===== config.mk =====
export PLATFORM = sky130hd
export DESIGN_NAME = muldiv_unit
export DESIGN_NICKNAME = d
export VERILOG_FILES = /design/src/rtl/md_pkg.sv /design/src/rtl/md_div_step.sv /design/src/rtl/muldiv_unit.sv
export SDC_FILE = /design/constraint.sdc
export NUM_CORES = 1
export LEC_CHECK = 0
export BUFFER_PORTS_ARGS = -buffer_cell sky130_fd_sc_hd__buf_4
export CAP_MARGIN = 10
export CORE_MARGIN = 4
export CORE_UTILIZATION = 55
export DETAILED_ROUTE_END_ITERATION = 10
export PLACE_DENSITY = 0.74
export SETUP_SLACK_MARGIN = 0.3
export SLEW_MARGIN = 40
export SYNTH_ARGS = -nofsm -noshare
export SYNTH_HDL_FRONTEND = slang
export SYNTH_SLANG_ARGS = --single-unit
export TNS_END_PERCENT = 5

===== constraint.sdc =====
create_clock -name clk -period 4.3 [get_ports clk]
set_input_delay 0.215 -clock clk [delete_from_list [all_inputs] [get_ports clk]]
set_output_delay 0.215 -clock clk [all_outputs]
set_load 0.02 [all_outputs]

===== src/rtl/md_pkg.sv =====
// Shared definitions for the iterative multiply/divide unit.
// Op encodings follow funct3 of the RV32M/RV64M instructions.
package md_pkg;

    localparam logic [2:0] OP_MUL    = 3'b000;
    localparam logic [2:0] OP_MULH   = 3'b001;
    localparam logic [2:0] OP_MULHSU = 3'b010;
    localparam logic [2:0] OP_MULHU  = 3'b011;
    localparam logic [2:0] OP_DIV    = 3'b100;
    localparam logic [2:0] OP_DIVU   = 3'b101;
    localparam logic [2:0] OP_REM    = 3'b110;
    localparam logic [2:0] OP_REMU   = 3'b111;

    typedef enum logic [1:0] {
        ST_IDLE,
        ST_CALC,
        ST_FIX,
        ST_DONE
    } md_state_e;

    function automatic logic is_div(input logic [2:0] op);
        return op[2];
    endfunction

    function automatic logic is_signed_a(input logic [2:0] op);
        return (op == OP_MULH) || (op == OP_MULHSU) ||
               (op == OP_DIV)  || (op == OP_REM);
    endfunction

    function automatic logic is_signed_b(input logic [2:0] op);
        return (op == OP_MULH) || (op == OP_DIV) || (op == OP_REM);
    endfunction

    function automatic logic want_high(input logic [2:0] op);
        return (op == OP_MULH) || (op == OP_MULHSU) || (op == OP_MULHU);
    endfunction

    function automatic logic want_rem(input logic [2:0] op);
        return (op == OP_REM) || (op == OP_REMU);
    endfunction

endpackage


===== src/rtl/md_div_step.sv =====
// One restoring-division step: shift in a dividend bit, trial-subtract
// the divisor, keep the difference when it does not go negative.
module md_div_step #(
    parameter int XLEN = 32
) (
    input  logic [XLEN:0]   rem_i,
    input  logic            bit_i,
    input  logic [XLEN-1:0] div_i,
    output logic [XLEN:0]   rem_o,
    output logic            q_o
);

    logic [XLEN+1:0] shifted;
    logic [XLEN:0]   diff;

    always_comb begin
        shifted = {rem_i, bit_i};
        q_o     = (shifted >= {2'b00, div_i});
        diff    = shifted[XLEN:0] - {1'b0, div_i};
        rem_o   = q_o ? diff : shifted[XLEN:0];
    end

endmodule


===== src/rtl/muldiv_unit.sv =====
// Iterative radix-2 multiply / restoring divide unit for the M extension.
// Operands are reduced to magnitudes on accept; signs are fixed in ST_FIX.
module muldiv_unit
    import md_pkg::*;
#(
    parameter int XLEN  = 32,
    parameter int TAG_W = 5
) (
    input  logic             clk,
    input  logic             rst_n,
    input  logic             flush,
    input  logic             in_valid,
    output logic             in_ready,
    input  logic [2:0]       in_op,
    input  logic [XLEN-1:0]  in_a,
    input  logic [XLEN-1:0]  in_b,
    input  logic [TAG_W-1:0] in_tag,
    output logic             out_valid,
    input  logic             out_ready,
    output logic [XLEN-1:0]  out_result,
    output logic [TAG_W-1:0] out_tag,
    output logic             busy
);

    localparam int CNT_W = (XLEN == 64) ? 7 : 6;
    localparam logic [CNT_W-1:0] CNT_LAST = CNT_W'(XLEN - 1);
    localparam logic [CNT_W-1:0] CNT_ONE  = CNT_W'(1);
    localparam logic [XLEN-1:0]  MIN_INT  = {1'b1, {(XLEN-1){1'b0}}};

    md_state_e           state_q, state_d;
    logic [2:0]          op_q, op_d;
    logic [TAG_W-1:0]    tag_q, tag_d;
    logic [2*XLEN-1:0]   acc_q, acc_d;
    logic [XLEN:0]       rem_q, rem_d;
    logic [XLEN-1:0]     b_q, b_d;
    logic                neg_q, neg_d;
    logic                neg_rem_q, neg_rem_d;
    logic [CNT_W-1:0]    cnt_q, cnt_d;
    logic [XLEN-1:0]     res_q, res_d;

    logic                accept;
    logic                a_neg, b_neg;
    logic [XLEN-1:0]     a_mag, b_mag;
    logic                div_zero, div_ovf;
    logic [XLEN-1:0]     special_res;
    logic [XLEN:0]       mul_sum;
    logic [2*XLEN-1:0]   mul_next;
    logic [XLEN:0]       div_rem;
    logic                div_q;
    logic [2*XLEN-1:0]   prod;
    logic [XLEN-1:0]     quo, rmd, fix_res;

    md_div_step #(
        .XLEN(XLEN)
    ) u_step (
        .rem_i (rem_q),
        .bit_i (acc_q[XLEN-1]),
        .div_i (b_q),
        .rem_o (div_rem),
        .q_o   (div_q)
    );

    always_comb begin
        a_neg = is_signed_a(in_op) && in_a[XLEN-1];
        b_neg = is_signed_b(in_op) && in_b[XLEN-1];
        a_mag = a_neg ? -in_a : in_a;
        b_mag = b_neg ? -in_b : in_b;

        div_zero = is_div(in_op) && (in_b == '0);
        div_ovf  = is_div(in_op) && is_signed_b(in_op) &&
                   (in_a == MIN_INT) && (in_b == '1);

        if (div_zero) begin
            special_res = want_rem(in_op) ? in_a : '1;
        end else begin
            special_res = want_rem(in_op) ? '0 : MIN_INT;
        end
    end

    // Shift-add: add the multiplicand when the product LSB is set.
    always_comb begin
        mul_sum  = {1'b0, acc_q[2*XLEN-1:XLEN]} +
                   (acc_q[0] ? {1'b0, b_q} : '0);
        mul_next = {mul_sum, acc_q[XLEN-1:1]};
    end

    always_comb begin
        prod = neg_q ? -acc_q : acc_q;
        quo  = neg_q ? -acc_q[XLEN-1:0] : acc_q[XLEN-1:0];
        rmd  = neg_rem_q ? -rem_q[XLEN-1:0] : rem_q[XLEN-1:0];
        if (is_div(op_q)) begin
            fix_res = want_rem(op_q) ? rmd : quo;
        end else begin
            fix_res = want_high(op_q) ? prod[2*XLEN-1:XLEN]
                                      : prod[XLEN-1:0];
        end
    end

    assign accept = in_valid && (state_q == ST_IDLE) && !flush;

    always_comb begin
        state_d   = state_q;
        op_d      = op_q;
        tag_d     = tag_q;
        acc_d     = acc_q;
        rem_d     = rem_q;
        b_d       = b_q;
        neg_d     = neg_q;
        neg_rem_d = neg_rem_q;
        cnt_d     = cnt_q;
        res_d     = res_q;

        unique case (state_q)
            ST_IDLE: begin
                if (accept) begin
                    op_d      = in_op;
                    tag_d     = in_tag;
                    acc_d     = {{XLEN{1'b0}}, a_mag};
                    rem_d     = '0;
                    b_d       = b_mag;
                    neg_d     = a_neg ^ b_neg;
                    neg_rem_d = a_neg;
                    cnt_d     = CNT_LAST;
                    if (div_zero || div_ovf) begin
                        res_d   = special_res;
                        state_d = ST_DONE;
                    end else begin
                        state_d = ST_CALC;
                    end
                end
            end
            ST_CALC: begin
                if (is_div(op_q)) begin
                    acc_d = {acc_q[2*XLEN-1:XLEN],
                             acc_q[XLEN-2:0], div_q};
                    rem_d = div_rem;
                end else begin
                    acc_d = mul_next;
                end
                cnt_d = cnt_q - CNT_ONE;
                if (cnt_q == '0) begin
                    state_d = ST_FIX;
                end
            end
            ST_FIX: begin
                res_d   = fix_res;
                state_d = ST_DONE;
            end
            ST_DONE: begin
                if (out_ready) begin
                    state_d = ST_IDLE;
                end
            end
            default: state_d = ST_IDLE;
        endcase

        // A redirect drops whatever is in flight.
        if (flush) begin
            state_d = ST_IDLE;
        end
    end

    always_ff @(posedge clk or negedge rst_n) begin
        if (!rst_n) begin
            state_q   <= ST_IDLE;
            op_q      <= '0;
            tag_q     <= '0;
            acc_q     <= '0;
            rem_q     <= '0;
            b_q       <= '0;
            neg_q     <= 1'b0;
            neg_rem_q <= 1'b0;
            cnt_q     <= '0;
            res_q     <= '0;
        end else begin
            state_q   <= state_d;
            op_q      <= op_d;
            tag_q     <= tag_d;
            acc_q     <= acc_d;
            rem_q     <= rem_d;
            b_q       <= b_d;
            neg_q     <= neg_d;
            neg_rem_q <= neg_rem_d;
            cnt_q     <= cnt_d;
            res_q     <= res_d;
        end
    end

    assign in_ready   = (state_q == ST_IDLE);
    assign busy       = (state_q != ST_IDLE);
    assign out_valid  = (state_q == ST_DONE);
    assign out_result = res_q;
    assign out_tag    = tag_q;

endmodule


==> results of run 1 <==
==> power by group through the flow <==
stage | logic, uW | clock network [uW] | registers [uW]
floorplan | 2890 | 0 | 2390
global placement | 3880 | 0 | 2640
detailed placement | 3970 | 0 | 2650
CTS | 3990 | 1620 | 2620
global route | 4450 | 1690 | 2700
finish | 4060 | 1610 | 2650
==> what timing repair did <==
item                                    4_1_cts  5_1_grt
endpoints found under the setup margin        0        2
gates resized for setup                       0        1
hold endpoints to repair                    113        0
hold buffers                                  7        0
buffers inserted                              0        0
==> Yosys cell counts, types with 5 or more instances <==
master and n:
nand2_1 278, o21ai_0 254, dfrtp_1 179, nor2_1 141
xor2_1 110, a21oi_1 104, clkbuf_1 101, xnor2_1 90
ha_1 75, inv_1 60, mux2i_1 56, o31ai_1 48
nor3_1 41, nand3_1 38, o221ai_1 36, a21o_1 23
nor4_1 21, o41ai_1 21, or4_1 21, nand4_1 20
or3_1 20, a31oi_1 16, a211oi_1 15, nor2b_1 15
o21a_1 14, nand2b_1 13, a32oi_1 10, or2_2 10
and3_1 9, a22o_1 8, o22ai_1 8, o211ai_1 7
o21ai_1 7, a211o_1 6, o21bai_1 6, a41oi_1 5
nand3b_1 5
==> final timing paths <==
kind                            endpoint          start  cells after the start
hold reg to reg            out_result[3]  out_result[3]                      2
hold / removal                   op_q[0]       in_op[0]                      3
setup / recovery                rem_q[1]      acc_q[31]                     14
setup reg to reg                rem_q[1]      acc_q[31]                     14
min in group asynchronous      acc_q[38]          rst_n                      2
max in group asynchronous     out_tag[2]          rst_n                      3
==> critical path, delay by kind of cell, from the launching register on <==
family / cells / cell delay [ns]
muxes: 1 / 0.24
DFF: 1 / 0.41
adders and majority gates: 2 / 0.67
AOI/OAI and AO/OA: 7 / 1.48
and+or+nand+nor: 1 / 0.38
buffers and inverters: 3 / 0.51
==> cell type report <==
class                   count  area, um^2
multi-input cells        1605       10300
clock inverters             9        96.3
flip-flops and latches    179        4480
clock buffers              23         488
fillers                  2440        9830
well taps                 372         465
repair buffers            165        1310
inverters                  63         236
==> per-stage QoR <==
| stage | cells | worst slack [ns] | total power [uW] | hold slack [ns] |
|---|---|---|---|---|
| 3_5_place_dp | 2377 | 0.579 | 6620 | 0.227 |
| 3_3_place_gp | 2376 | 0.264 | 6520 | 0.380 |
| 2_1_floorplan | 1955 | 0.981 | 5280 | -0.0806 |
| 4_1_cts | 2416 | 0.535 | 8230 | 0.0153 |
| 5_1_grt | 2416 | 0.314 | 8840 | 0.0263 |
| 6_report | 2416 | 0.435 | 8320 | 0.0216 |
==> flip-flops by register name, indices dropped and copies added (netlist names) <==
name / cells
acc_q: 64
out_tag: 5
neg_rem_q: 1
op_q: 3
rem_q: 33
state_q: 2
cnt_q: 6
out_result: 32
b_q: 32
neg_q: 1
==> layer usage <==
metal | part of all wire (%) | up-vias | routed length (um) | GRT usage (%)
met5 | 0 | - | 0 | 0
met4 | 4.4 | 0 | 2420 | 15.3
met3 | 8.9 | 156 | 4870 | 7.01
met2 | 46 | 823 | 24900 | 55.7
met1 | 41 | 7493 | 22500 | 46.8
li1 | - | 7242 | - | -
==> logic make-up (layout without fill, tap and decap cells) <==
logic type	Yosys count	count (layout)	synth area share, %
adder cells (fa/ha/maj)	77	77	6.39
multiplexers	60	60	3.96
AND/OR/NAND/NOR	650	650	19.5
AO/OA/AOI/OAI	618	618	25.2
flip-flops	179	179	29.3
buffers and inverters	171	260	4.22
XOR/XNOR	200	200	11.4
==> flow_summary.toml, run 1 <==
[status]
status = "complete, no violations"

[worst_setup_path]
worstPathArrival_ns = 4.14
crit_fanout = 15
rrSetupSlack_ns = 0.43
cp-end-kind = "register"
worst-setup-path-type = "register to register"
worstPathCellList = "inv_1 -> ha_1 -> inv_1 -> fa_1 -> a211o_1 -> a21oi_1 -> o21a_1 -> o211a_1 -> o21ai_0 -> a21oi_1 -> buf_4 -> or2_2 -> mux2i_1 -> o21ai_0"
cp_slowest_cell = "fa_1"
critPathLaunchType = "register"
worstPathRequired_ns = 4.58
critPathMaxStageDelay_ns = 0.44

[global_routing]
grt_pass1_wl_um = 85400
grt_max_degree = 108
grt_pass1_vias = 14700
grt_antenna_before_repair = 0
track_usage_pct = 35.1
grt-ovfl-total = 0

[placed_design]
dpl_cell_area_um2 = 16700
place_hpwl_um = 41900
gp_routability_congestion = 0.967
io_buffers = 116

[floorplan]
io_pins = 117
fp.dieW_um = 175
core.rowCount = 60
die_area_um2 = 30600
coreArea_um2 = 27200
initial_utilization_pct = 56.3
die_h_um = 175

[sta]
finalCriticalPeriod_ns = 3.87
hold_viol = 0
fin_crit_sh_pct = 89.9
maxSlewHeadroom_pct = 42.2
setup_viol = 0
setup_tns_ns = 0
slew_viol_final = 0
rsz0062_at_grt = "false"
clock_skew_ns = 0.0132
clock.fmax_ghz = 0.259
worst_pin_slew_ns = 0.867

[yosys]
synth_ff_type = "dfrtp_1"
synth_edf_count = 0
synth.distinct_cells = 66
synth-seq-cells = 179
seq_area_frac_synth_pct = 29.3
synth_area_leaders = "dfrtp_1 (29%), o21ai_0 (8.3%), nand2_1 (6.8%), xor2_1 (6.3%), ha_1 (6.1%)"
synth.cell_area_um2 = 15300
yosysWarnings = 0
synth_nets = 2109
syn_inst = 1955
synth_top_area_share_pct = 29.3
syn_area_per_cell_um2 = 7.83
synth_largest_area_cell = "dfrtp_1"
synthArstFlopShare_pct = 100

[routing]
routed_wirelength_um = 54700
wl_per_cell_um = 22.6
ant_nets = 0
via_count = 15700
remaining_drc_errors = 0
vias_per_cell = 6.50
drtIter0Drc = 1909
dr.pass1.iters = 6

[clock_tree]
clockBufferDepth = 2
cts-root-buf = "clkbuf_16"
cts_buffers = 17
htree_levels = 4
cts_tree = "yes"
clk_pin_slew_worst_paths_ns = 0.07
clk_latency_ns = 0.45
clock_sinks = 179

[job]
drv_cap = 0

[power]
p_sw_share_pct = 46.8
p_seq_share_pct = 31.8
p_leak_uw = 0.00754
pwr-share-clk_pct = 19.3
p_int_uw = 4420
power_switching_uw = 3900
p_comb_share_pct = 48.8
power.density_nw_per_um2 = 480
ir_drop_uv = 260

[cells_and_area]
drive_above_1_share_pct = 11.1
layout_common_cells = "nand2_1 (278), o21ai_0 (254), dfrtp_1 (178), buf_4 (155), nor2_1 (139)"
area_delta_synth_final_pct = 13.3
final_nets = 2185
final_common_cell = "nand2_1"
final_area_um2 = 17300
final_util_pct = 63.8
diodes = 0

[hold_path]
hold_path.class = "input pin to register"
Power figures use the tool's default switching activity.
==> run 2: changes to the inputs <==
- MAX_ROUTING_LAYER: unset -> met4
==> run 2 against run 1 <==
Non-clock buffer count is 9 higher. Sequential power hardly changed. Sequential cell count stayed put. Worst setup slack better by 0.10 ns. Register-to-register slack better by 0.10 ns. Highest routed layer unchanged.
==> flow_summary.toml, run 2 (synthesized netlist as in run 1, its figures left out) <==
[status]
status = "complete, no violations"

[power]
power_switching_uw = 3870
pwr-share-clk_pct = 19.7
power.density_nw_per_um2 = 479
p_sw_share_pct = 46.3
p_seq_share_pct = 31.3
p_comb_share_pct = 49.0
p_int_uw = 4480
total_power_uw = 8360
ir_drop_uv = 323
p_leak_uw = 0.00760

[cells_and_area]
final_common_cell = "nand2_1"
diodes = 0
reg.largest.list = "acc_q x64, rem_q x33"
area_delta_synth_final_pct = 13.8
fill_cells = 2443
final_nets = 2194
largest_reg_flops = 64
layout_common_cells = "nand2_1 (278), o21ai_0 (254), dfrtp_1 (178), buf_4 (163), nor2_1 (139)"
drive_above_1_share_pct = 11.5
regMostFlops = "acc_q"

[clock_tree]
cts_resized = 0
clk_pin_slew_worst_paths_ns = 0.07
clockBufferDepth = 2
cts_tree = "yes"
clk_latency_ns = 0.45
htree_levels = 4
cts-root-buf = "clkbuf_16"
cts_buffers = 17
clock_sinks = 179

[hold_path]
hold_path.class = "input pin to register"

[routing]
ant_nets = 0
dr.pass1.iters = 6
remaining_drc_errors = 0
drtIter0Drc = 1856
routed_wirelength_um = 55300
wl_per_cell_um = 22.8
vias_per_cell = 6.48
via_count = 15700

[global_routing]
grt-ovfl-total = 0
track_usage_pct = 36.6
grt_antenna_before_repair = 0
grt_pass1_wl_um = 86000
grt_max_degree = 99
grt_pass1_vias = 14700

[placed_design]
gp_routability_congestion = 0.999
place_hpwl_um = 42300
io_buffers = 116

[floorplan]
core.rowCount = 60
fp.dieW_um = 175
io_pins = 117
coreArea_um2 = 27200
die_h_um = 175
die_area_um2 = 30600
initial_utilization_pct = 56.3

[worst_setup_path]
worstPathCellList = "inv_1 -> ha_1 -> inv_1 -> fa_1 -> a211o_1 -> a21oi_1 -> o21a_1 -> o211a_1 -> o21ai_0 -> a21oi_1 -> buf_4 -> or2_2 -> o21ai_0 -> a22o_1"
worstPathArrival_ns = 4.10
critPathLaunchType = "register"
worstPathRequired_ns = 4.64
cp-end-kind = "register"
cp_slowest_cell = "fa_1"
crit_fanout = 15
critPathMaxStageDelay_ns = 0.43
worst-setup-path-type = "register to register"

[sta]
rsz0062_at_grt = "false"
clock.fmax_ghz = 0.266
hold_viol = 0
setup_tns_ns = 0
setup_viol = 0
clock_skew_ns = 0.0145
fin_crit_sh_pct = 87.5
maxSlewHeadroom_pct = 42.6
slew_viol_final = 0
finalCriticalPeriod_ns = 3.76
worst_pin_slew_ns = 0.858

[job]
drv_cap = 0
## run 2: cell count changes in the layout (fill, tap and decap cells not counted), moves of 2 or more
cell / previous run / this run
buf_4: 155 / 163
clkinv_4: 4 / 0
bufinv_16: 1 / 3
clkbuf_8: 4 / 0
clkinv_2: 0 / 3
inv_6: 1 / 4
## run 2: path summary, 6_finish.rpt
path                            slack [ns]             to  depth (start not counted)     startpoint
min in group asynchronous             0.22      acc_q[37]                          2          rst_n
worst max register to register        0.54       rem_q[6]                         14      acc_q[31]
worst max-delay path                  0.54       rem_q[6]                         14      acc_q[31]
worst min-delay path                  0.03        op_q[1]                          3       in_op[1]
worst min register to register        0.48  out_result[3]                          2  out_result[3]
max in group asynchronous             2.78        b_q[30]                          4          rst_n
## run 2: worst max-delay path: cells and delay by family, from the launching register on
kind / cells / cell delay, ns
AO/OA/AOI/OAI: 8 / 1.71
adder cells (fa/ha/maj): 2 / 0.66
buffers and inverters: 3 / 0.50
flip-flops: 1 / 0.40
AND/OR/NAND/NOR: 1 / 0.37
## run 2: power groups by stage
stage,Combinational [uW],Clock [uW],Sequential [uW]
4_1_cts,4010,1670,2590
3_3_place_gp,3910,0,2610
6_report,4090,1650,2620
2_1_floorplan,2890,0,2390
5_1_grt,4470,1730,2670
3_5_place_dp,3990,0,2620
## run 2: layer usage
layer / global-route usage (%) / routed length [um]
met2: 57.6 / 25500
met3: 6.66 / 4820
met4: 14.5 / 2280
met5: - / 0
met1: 47.0 / 22700
## run 2: stage by stage
stage / hold WS, ns / worst slack (ns) / util [%] / area [um^2] / cells
5_1_grt: 0.0244 / 0.315 / 64.1 / 17400 / 2424
4_1_cts: 0.00739 / 0.620 / 64.0 / 17400 / 2423
6_report: 0.0294 / 0.538 / 64.1 / 17400 / 2424
2_1_floorplan: -0.0806 / 0.981 / - / 15300 / 1955
3_5_place_dp: 0.366 / 0.651 / 61.6 / 16700 / 2385
3_3_place_gp: 0.377 / 0.345 / 61.4 / 16700 / 2384
## run 2: final cells by class
| cell class | count | area (um^2) | area share [%] |
|---|---|---|---|
| Sequential cell | 179 | 4480 | 25.7 |
| Inverter | 63 | 236 | 1.36 |
| Clock buffer | 19 | 433 | 2.48 |
| Multi-Input combinational cell | 1605 | 10300 | 58.9 |
| Timing Repair Buffer | 174 | 1380 | 7.94 |
| Clock inverter | 12 | 155 | 0.890 |
| Tap cell | 372 | 465 | 2.67 |
## run 2: timing repair
| item | in CTS | in global routing |
|---|---|---|
| setup buffers | 0 | 0 |
| endpoints found under the hold margin | 103 | 0 |
| hold buffers | 7 | 0 |
